===== config.mk =====
export PLATFORM = sky130hd
export DESIGN_NAME = alu_issue_stage
export DESIGN_NICKNAME = d
export VERILOG_FILES = /design/src/rtl/alu_pkg.sv /design/src/rtl/alu_control_decode.sv /design/src/rtl/alu_issue_stage.sv
export SDC_FILE = /design/constraint.sdc
export NUM_CORES = 1
export LEC_CHECK = 0
export CAP_MARGIN = 40
export CORE_MARGIN = 2
export CORE_UTILIZATION = 38
export DETAILED_ROUTE_END_ITERATION = 12
export PLACE_DENSITY = 0.75
export SYNTH_ARGS = -nofsm -noshare
export SYNTH_HDL_FRONTEND = slang
export SYNTH_SLANG_ARGS = --single-unit

===== constraint.sdc =====
create_clock -name clk -period 2.4 [get_ports clk]
set_input_delay 0.24 -clock clk [delete_from_list [all_inputs] [get_ports clk]]
set_output_delay 0.24 -clock clk [all_outputs]
set_load 0.05 [all_outputs]

===== src/rtl/alu_pkg.sv =====
// Shared ALU definitions: control codes, aluOp/funct encodings and the issue record
// carried from the issue stage to the ALU.
package alu_pkg;

    localparam int ALU_DATA_W = 32;
    localparam int ALU_IMM_W  = 16;
    localparam int ALU_CTRL_W = 4;

    localparam logic [ALU_CTRL_W-1:0] ALU_ADD = 4'd0;
    localparam logic [ALU_CTRL_W-1:0] ALU_SUB = 4'd1;
    localparam logic [ALU_CTRL_W-1:0] ALU_AND = 4'd2;
    localparam logic [ALU_CTRL_W-1:0] ALU_OR  = 4'd3;
    localparam logic [ALU_CTRL_W-1:0] ALU_SLL = 4'd4;
    localparam logic [ALU_CTRL_W-1:0] ALU_SRL = 4'd5;
    localparam logic [ALU_CTRL_W-1:0] ALU_SRA = 4'd6;
    localparam logic [ALU_CTRL_W-1:0] ALU_SGT = 4'd7;
    localparam logic [ALU_CTRL_W-1:0] ALU_SLT = 4'd8;

    localparam logic [1:0] ALUOP_ADD   = 2'd0;
    localparam logic [1:0] ALUOP_AND   = 2'd1;
    localparam logic [1:0] ALUOP_RTYPE = 2'd2;
    localparam logic [1:0] ALUOP_SUB   = 2'd3;

    localparam logic [5:0] FUNCT_ADD = 6'h20;
    localparam logic [5:0] FUNCT_SUB = 6'h22;
    localparam logic [5:0] FUNCT_AND = 6'h24;
    localparam logic [5:0] FUNCT_OR  = 6'h25;
    localparam logic [5:0] FUNCT_SLL = 6'h00;
    localparam logic [5:0] FUNCT_SRL = 6'h02;
    localparam logic [5:0] FUNCT_SRA = 6'h03;
    localparam logic [5:0] FUNCT_SGT = 6'h2C;
    localparam logic [5:0] FUNCT_SLT = 6'h2A;

    typedef struct packed {
        logic [ALU_DATA_W-1:0] input1;
        logic [ALU_DATA_W-1:0] input2;
        logic [ALU_CTRL_W-1:0] aluControlOut;
        logic [4:0]            shumt;
        logic                  illegalOp;
    } aluIssue_t;

endpackage


===== src/rtl/alu_control_decode.sv =====
// Combinational aluOp/funct -> ALU control code map; flags undefined R-type functs.
module alu_control_decode
    import alu_pkg::*;
(
    input  logic [1:0]            aluOp_i,
    input  logic [5:0]            funct_i,
    output logic [ALU_CTRL_W-1:0] ctrl_o,
    output logic                  illegal_o
);

    always_comb begin
        ctrl_o    = ALU_ADD;
        illegal_o = 1'b0;
        case (aluOp_i)
            ALUOP_ADD: ctrl_o = ALU_ADD;
            ALUOP_AND: ctrl_o = ALU_AND;
            ALUOP_SUB: ctrl_o = ALU_SUB;
            default: begin
                case (funct_i)
                    FUNCT_ADD: ctrl_o = ALU_ADD;
                    FUNCT_SUB: ctrl_o = ALU_SUB;
                    FUNCT_AND: ctrl_o = ALU_AND;
                    FUNCT_OR:  ctrl_o = ALU_OR;
                    FUNCT_SLL: ctrl_o = ALU_SLL;
                    FUNCT_SRL: ctrl_o = ALU_SRL;
                    FUNCT_SRA: ctrl_o = ALU_SRA;
                    FUNCT_SGT: ctrl_o = ALU_SGT;
                    FUNCT_SLT: ctrl_o = ALU_SLT;
                    // Unknown functs still issue as an add so the pipe keeps moving.
                    default:   illegal_o = 1'b1;
                endcase
            end
        endcase
    end

endmodule


===== src/rtl/alu_issue_stage.sv =====
// ALU issue stage: decodes the op, picks operand 2 and buffers results in a 2-entry skid.
// Optional ALU_ISSUE_PERF_EN adds issueCount/stallCount performance counters.
module alu_issue_stage
    import alu_pkg::*;
#(
    parameter int DATA_W = ALU_DATA_W,
    parameter int IMM_W  = ALU_IMM_W,
    parameter int CTRL_W = ALU_CTRL_W
) (
    input  logic              clk,
    input  logic              rst_n,
    input  logic              inValid,
    output logic              inReady,
    input  logic [1:0]        aluOp,
    input  logic [5:0]        funct,
    input  logic [DATA_W-1:0] rsData,
    input  logic [DATA_W-1:0] rtData,
    input  logic [IMM_W-1:0]  imm,
    input  logic              useImm,
    input  logic [4:0]        shamt,
    output logic              outValid,
    input  logic              outReady,
    output logic [DATA_W-1:0] input1,
    output logic [DATA_W-1:0] input2,
    output logic [CTRL_W-1:0] aluControlOut,
    output logic [4:0]        shumt,
    output logic              illegalOp
`ifdef ALU_ISSUE_PERF_EN
    ,
    output logic [31:0]       issueCount,
    output logic [31:0]       stallCount
`endif
);

    typedef enum logic [1:0] {
        S_EMPTY = 2'd0,
        S_ONE   = 2'd1,
        S_FULL  = 2'd2
    } state_t;

    state_t    state_q;
    aluIssue_t out_q;
    aluIssue_t skid_q;
    logic      outValid_q;
    logic      inReady_q;

    aluIssue_t             issue_d;
    logic [CTRL_W-1:0]     dec_ctrl;
    logic                  dec_illegal;
    logic [DATA_W-1:0]     imm_ext;
    logic                  in_fire;
    logic                  out_fire;

    alu_control_decode u_decode (
        .aluOp_i   (aluOp),
        .funct_i   (funct),
        .ctrl_o    (dec_ctrl),
        .illegal_o (dec_illegal)
    );

    // andi zero-extends; every other immediate user sign-extends.
    assign imm_ext = (aluOp == ALUOP_AND) ? {{(DATA_W-IMM_W){1'b0}}, imm}
                                          : {{(DATA_W-IMM_W){imm[IMM_W-1]}}, imm};

    always_comb begin
        issue_d               = '0;
        issue_d.input1        = rsData;
        issue_d.input2        = useImm ? imm_ext : rtData;
        issue_d.aluControlOut = dec_ctrl;
        issue_d.shumt         = shamt;
        issue_d.illegalOp     = dec_illegal;
    end

    assign in_fire  = inValid && inReady_q;
    assign out_fire = outValid_q && outReady;

    always_ff @(posedge clk or negedge rst_n) begin
        if (!rst_n) begin
            state_q    <= S_EMPTY;
            out_q      <= '0;
            skid_q     <= '0;
            outValid_q <= 1'b0;
            inReady_q  <= 1'b1;
        end else begin
            case (state_q)
                S_EMPTY: begin
                    if (in_fire) begin
                        out_q      <= issue_d;
                        outValid_q <= 1'b1;
                        state_q    <= S_ONE;
                    end
                end
                S_ONE: begin
                    if (in_fire && out_fire) begin
                        out_q <= issue_d;
                    end else if (in_fire) begin
                        skid_q    <= issue_d;
                        inReady_q <= 1'b0;
                        state_q   <= S_FULL;
                    end else if (out_fire) begin
                        outValid_q <= 1'b0;
                        state_q    <= S_EMPTY;
                    end
                end
                S_FULL: begin
                    // inReady is low here, so no new op can arrive this cycle.
                    if (outReady) begin
                        out_q     <= skid_q;
                        inReady_q <= 1'b1;
                        state_q   <= S_ONE;
                    end
                end
                default: begin
                    state_q    <= S_EMPTY;
                    outValid_q <= 1'b0;
                    inReady_q  <= 1'b1;
                end
            endcase
        end
    end

    assign inReady       = inReady_q;
    assign outValid      = outValid_q;
    assign input1        = out_q.input1;
    assign input2        = out_q.input2;
    assign aluControlOut = out_q.aluControlOut;
    assign shumt         = out_q.shumt;
    assign illegalOp     = out_q.illegalOp;

`ifdef ALU_ISSUE_PERF_EN
    logic [31:0] issueCount_q;
    logic [31:0] stallCount_q;

    always_ff @(posedge clk or negedge rst_n) begin
        if (!rst_n) begin
            issueCount_q <= '0;
            stallCount_q <= '0;
        end else begin
            if (out_fire) begin
                issueCount_q <= issueCount_q + 32'd1;
            end
            if (outValid_q && !outReady) begin
                stallCount_q <= stallCount_q + 32'd1;
            end
        end
    end

    assign issueCount = issueCount_q;
    assign stallCount = stallCount_q;
`endif

endmodule

=== After elaboration in Yosys (flattened, before gate mapping) ===
Index checks and enable logic that the tools add are counted.
W data, S select, Z words.

* Flip-flop bits (word level): 152
* Latch bits: 0
* Memory bits (writable): 0
* Memory bits (read-only): 0
* Bits of input ports: 98
* Output and inout port bits: 76
* Word-level logic and storage cells: 75
* Memories: 0

* Add/sub/neg operators: 0
* Multipliers: 0
* Divide/modulo/power cells: 0
* Order comparisons: 0
* Equal/unequal tests: 20
* Shifts and indexed selects: 0
* Multiplexer cells: 25
* Bitwise logic cells: 3
* Reduce and logical (&&, ||, !) cells: 14

{| class="wikitable"
|+ Operators with widths
! operator !! number
|-
| $mux W74 || 3
|-
| $pmux W74 S3 || 1
|-
| $mux W32 || 2
|-
| $eq A6 B6 Y1 const B || 6
|-
| $pmux W4 S8 || 1
|-
| $ne A2 B2 Y1 const B || 7
|-
| $eq A6 B2 Y1 const B || 2
|-
| $pmux W4 S3 || 1
|-
| $reduce_and A4 Y1 || 3
|-
| $mux W2 || 5
|-
| $mux W1 || 9
|-
| $reduce_or A9 Y1 || 1
|-
| $logic_not A6 Y1 || 1
|-
| $pmux W1 S3 || 2
|-
| $pmux W2 S3 || 1
|-
| $reduce_and A5 Y1 || 1
|-
| $eq A2 B1 Y1 const B || 2
|-
| $eq A2 B2 Y1 const B || 2
|-
| $logic_not A2 Y1 || 2
|-
| $logic_and A1 B1 Y1 || 3
|-
| $ne A3 B3 Y1 const B || 1
|-
| $not A1 Y1 || 3
|-
| $reduce_and A3 Y1 || 1
|-
| $reduce_bool A3 Y1 || 1
|-
| $reduce_or A3 Y1 || 1
|}

=== Depth between registers and ports, before layout ===
* Depth after elaboration: 6
* Mapped depth: 7
* Depth with buffers taken out: 4

=== By module ===
From an unflattened synthesis, not the netlist that was laid out.

* Cells, all modules: 527
* Area, all modules: 7255.7 sq um

{| class="wikitable"
|+ By module, submodules not included
! module !! times used !! cells an instance !! area each (sq um) !! sequential area each (sq um)
|-
| alu_issue_stage || 1 || 501 || 7070.5 || 3804.9
|-
| alu_control_decode || 1 || 26 || 185.2 || 0.0
|}

=== Worst setup path after synthesis ===
OpenSTA, ideal clock, no wires.

* Path kind: register -> register
* From: register inReady_q, in the netlist inReady
* To: register out_q, in the netlist input2[10]
* Library setup time: 125 ps
* Arrival time: 1700 ps
* Data required time: 2275 ps
* Slack: 576 ps
* Stages on the path, launching flop included: 5
* Buffers on the path: 1
* Clock period less this slack: 1824 ps
* Cell sequence: dfstp_2 nand2_1 o31ai_4 buf_2 mux2_2

* Word-level cells in the longest chain between the ends: 4
* Elaborated cells on any way between the ends: 5
* Classes of those cells: eq/ne (2); reduce/logical (3)

{| class="wikitable"
|+ RTL lines
! element !! line !! RTL
|-
| from (decl) || alu_issue_stage.sv:45 || <nowiki>logic inReady_q;</nowiki>
|-
| from (signal assigned) || alu_issue_stage.sv:83 || <nowiki>inReady_q <= 1'b1;</nowiki>
|-
| from (signal assigned) || alu_issue_stage.sv:98 || <nowiki>inReady_q <= 1'b0;</nowiki>
|-
| from (signal assigned) || alu_issue_stage.sv:109 || <nowiki>inReady_q <= 1'b1;</nowiki>
|-
| $logic_and A1 B1 Y1 (*) || alu_issue_stage.sv:74 || <nowiki>assign in_fire = inValid && inReady_q;</nowiki>
|-
| $logic_and A1 B1 Y1 || alu_issue_stage.sv:94 || <nowiki>if (in_fire && out_fire) begin</nowiki>
|-
| $ne A2 B2 Y1 (no line) || n/a ||
|-
| $reduce_and A4 Y1 (no line) (*) || n/a ||
|-
| to (signal assigned) || alu_issue_stage.sv:88 || <nowiki>out_q <= issue_d;</nowiki>
|-
| to (signal assigned) || alu_issue_stage.sv:95 || <nowiki>out_q <= issue_d;</nowiki>
|-
| to (signal assigned) || alu_issue_stage.sv:108 || <nowiki>out_q <= skid_q;</nowiki>
|-
| to (decl) || alu_issue_stage.sv:42 || <nowiki>aluIssue_t out_q;</nowiki>
|}

Mark *: on every way between the ends. The rest lies on a longest branch, timed or not.
A chain may end at the register's enable or synchronous reset.

=== Worst setup path after layout ===
* From: register inReady_q, in the netlist inReady
* To: output port inReady

{| class="wikitable"
|+ RTL lines
! element !! line !! RTL
|-
| to (decl) || alu_issue_stage.sv:13 || <nowiki>output logic inReady,</nowiki>
|}

No word-level cell between the ends.

==> metrics.md <==
| Metric | Value |
|---|---|
| Worst setup endpoint | inReady |
| Yosys top cell area share | 54.1% |
| Die X | 140 um |
| Crit path max-delay family | buffers and inverters |
| GRT Resource Usage Total | 17.7% |
| Synth unique cells | 49 |
| Final Wtd Congestion | 0.741 |
| Mean Syn Cell Area | 10.9 um2 |
| Initial DRC count | 255 |
| Slew headroom | approximately three fifths |
| RSZ-0062 raised after global routing | no |
| Seq/Total Area, Yosys | 54.5% |
| Synth top area cells | dfrtp_1, mux2i_1, mux2_1 |
| Setup tns final | 0 ns |
| Area of the multi-input gates | between 0.002 and 0.003 mm2 |
| Core Box Area | 0.0180 mm2 |
| CTS resizes | 0 |
| Max Cap Viol | 0 |
| Sequential Area | around 0.0038 mm2 |
| Clock Skew | 0.0124 ns |
| Worst Path Required | 2.16 ns |
| Hold_buf cts | 1 |
| Actual slew at the worst max-slew pin | ~0.62 ns |
| Worst path max stage delay | 0.81 ns |
| CP max-delay cell | clkdlybuf4s50_1 |
| Final Hold Vio Count | 0 |
| Critical path startpoint category | flop |
| Instance area at placement | 0.00898 mm2 |
| Boundary Pins | 174 |
| CTS tree | yes |
| Initial antenna violation count | 3 |
| EDFF count, synth | 0 |
| Detailed Route WL | 16.5 mm |
| Crit. Startpoint | inReady |
| Post-route cell area | approximately 0.0096 mm2 |
| CTS Sinks | about 150 |
| DRC viols | 0 |
| Reg-to-reg slack, setup | 0.56 ns |
| DR vias/cell | 5.03 |
| Crit Path Class | flop to primary output |
| Post-CTS Setup Bufs | 0 |
| Crit Path Max Fanout | 5 |
| Syn_nets | 739 |
| Synth Flop Type | dfrtp_1 |
| Syn Inst Count | 641 |
| CTS clock-pin slew for the worst setup and hold paths | about 0.06 ns |
| Total CTS buffers | 17 |
| Fmax | 496 MHz |
| Clock buffer depth | 2 |
| Layout area overhead | 37.2% |
| Initial Util | 38.8% |
| Reg2reg end | input1[1] |
| Detailed Place HPWL | 11.5 mm |
| Port-buffer cells | 173 |
| Final max-slew violation count | 0 |
| Clock latency on the worst-skew pair | 0.41 ns |
| Die Footprint | 0.0195 mm2 |
| Period utilization | 84.0% |
| H-tree levels | 4 |
| Crit. End Element | primary output |
| R2R Path Start | inReady |
| FF-to-FF path depth | 6 |
| Vias in the first global route | 5356 |
| Die H | 140 um |
| Most area-hungry cell type in the Yosys netlist | dfrtp_1 |
| Layout filler cell count | 1604 |
| WP depth | 1 |
| Ys async rst share | 100% |
| Grt total ovfl | 0 |
| Post-route minimum period | between 2 and 2.5 ns |
| Root buf cell | clkbuf_16 |
| Critical-path cell list | clkdlybuf4s50_1 |
| DR vias | roughly 5300 |
| # setup viols final | 0 |
| Yosys warns | 0 |
| First-pass GRT wire length | 27.6 mm |
| Fraction of layout cells with a size suffix above 1 | 10.0% |
| Synth top cells by count | dfrtp_1, a21oi_1, nand2_1 |
| Synthesized area | 0.00699 mm2 |
| Worst hold path class | input port to async pin |
| Peak VDD IR | 0.000694 V |
| Largest net degree at the start of global routing | 68 |
| Row count | 49 |
| CP arrival | 1.78 ns |
| Routed len/inst | 15.8 um |
| Status | completed |
| Crit path buf inv count | 1 |
| Count leader, synth | dfrtp_1 |
| Layout Nets | about 900 |
| Pwr Density | 1190 mW/mm2 |
| DR pass1 iterations | 4 |
| Post-DRT Antenna Nets | 0 |
| Leak | 4.20 nW |
| Post-synthesis register bit count | 152 |
[state kept, by name, indices dropped and copies added (netlist names)]
register,count
inReady,1
input2,32
outValid,1
input1,32
illegalOp,1
aluControlOut,4
shumt,5
state_q,2
skid_q,74
[metrics by stage]
step | hold slack (ns) | total power [mW] | setup WS (ns) | utilization [%] | std cells
6_report | 0.372 | 11.4 | 0.384 | 53.2 | 1048
5_1_grt | 0.424 | 12.0 | 0.335 | 53.2 | 1048
4_1_cts | 0.390 | 11.5 | 0.357 | 53.2 | 1046
3_5_place_dp | 0.259 | 8.79 | 0.274 | 49.8 | 1013
3_3_place_gp | 0.260 | 8.70 | 0.312 | 49.8 | 1013
2_1_floorplan | -0.0556 | 6.96 | 0.576 | - | 641
[per-layer routing]
metal / wire (um) / share of wire [%] / global-route usage (%)
met3: 711 / 4.3 / 4.47
met4: 275 / 1.7 / 5.74
met1: 7320 / 44 / 22.7
met2: 8210 / 50 / 29.5
met5: 7 / 0.042 / 0
[cells by family (layout without fill, tap and decap cells)]
kind of cell / count (synthesis) / after routing / share of synthesized area [%]
xor gates and xnor gates: 1 / 1 / 0.125
DFF: 152 / 152 / 54.5
AOI/OAI and AO/OA: 173 / 173 / 15.1
and+or+nand+nor: 141 / 141 / 9.03
muxes: 109 / 109 / 16.6
buffers and inverters: 65 / 241 / 4.67
other: 0 / 2 / 0
[worst min path at each step]
stage	startpoint	to	slack, ns	cells past startpoint
finish	rst_n	skid_q[16]	0.37	2
global route	rst_n	input2[4]	0.42	2
CTS	rst_n	skid_q[14]	0.39	2
detailed placement	rst_n	skid_q[16]	0.26	1
global placement	rst_n	skid_q[14]	0.26	1
floorplan	rst_n	aluControlOut[0]	-0.06	0
[power breakdown]
part / switching [mW] / internal, mW
Clock: 1.12 / 1.55
Combinational: 3.08 / 1.70
Sequential: 0.473 / 3.45
Total: 4.67 / 6.71
[final cells by class]
type,count,area share (%)
sequential,152,39.7
multi-input combinational,424,29.9
timing repair buffer,192,20.5
clock buffer,17,4.44
tap,229,2.99
clock inverter,15,1.72
inverter,17,0.666
antenna,2,0.0522
[cells in the final DEF, fill, tap and decap left out, types with 2 or more instances in the layout]
cell | Yosys | layout
buf_4 | 2 | 11
mux2_2 | 16 | 16
and3b_1 | 2 | 2
dfrtp_1 | 151 | 151
nand3b_1 | 2 | 2
bufinv_16 | 0 | 2
nand2b_1 | 3 | 2
and2b_2 | 2 | 2
mux2_1 | 38 | 38
nor3_1 | 2 | 2
clkinvlp_4 | 0 | 3
mux2i_1 | 55 | 55
clkbuf_16 | 0 | 17
nor2_1 | 56 | 56
inv_1 | 17 | 17
clkinv_2 | 0 | 2
o221ai_1 | 15 | 15
clkdlybuf4s50_1 | 0 | 172
clkinv_4 | 0 | 2
o21ai_0 | 53 | 53
nand2_1 | 61 | 61
diode_2 | 0 | 2
inv_6 | 0 | 5
a21oi_1 | 72 | 72
buf_12 | 0 | 7
o21a_1 | 17 | 17
nor2b_1 | 3 | 2
Power figures use the tool's default switching activity.
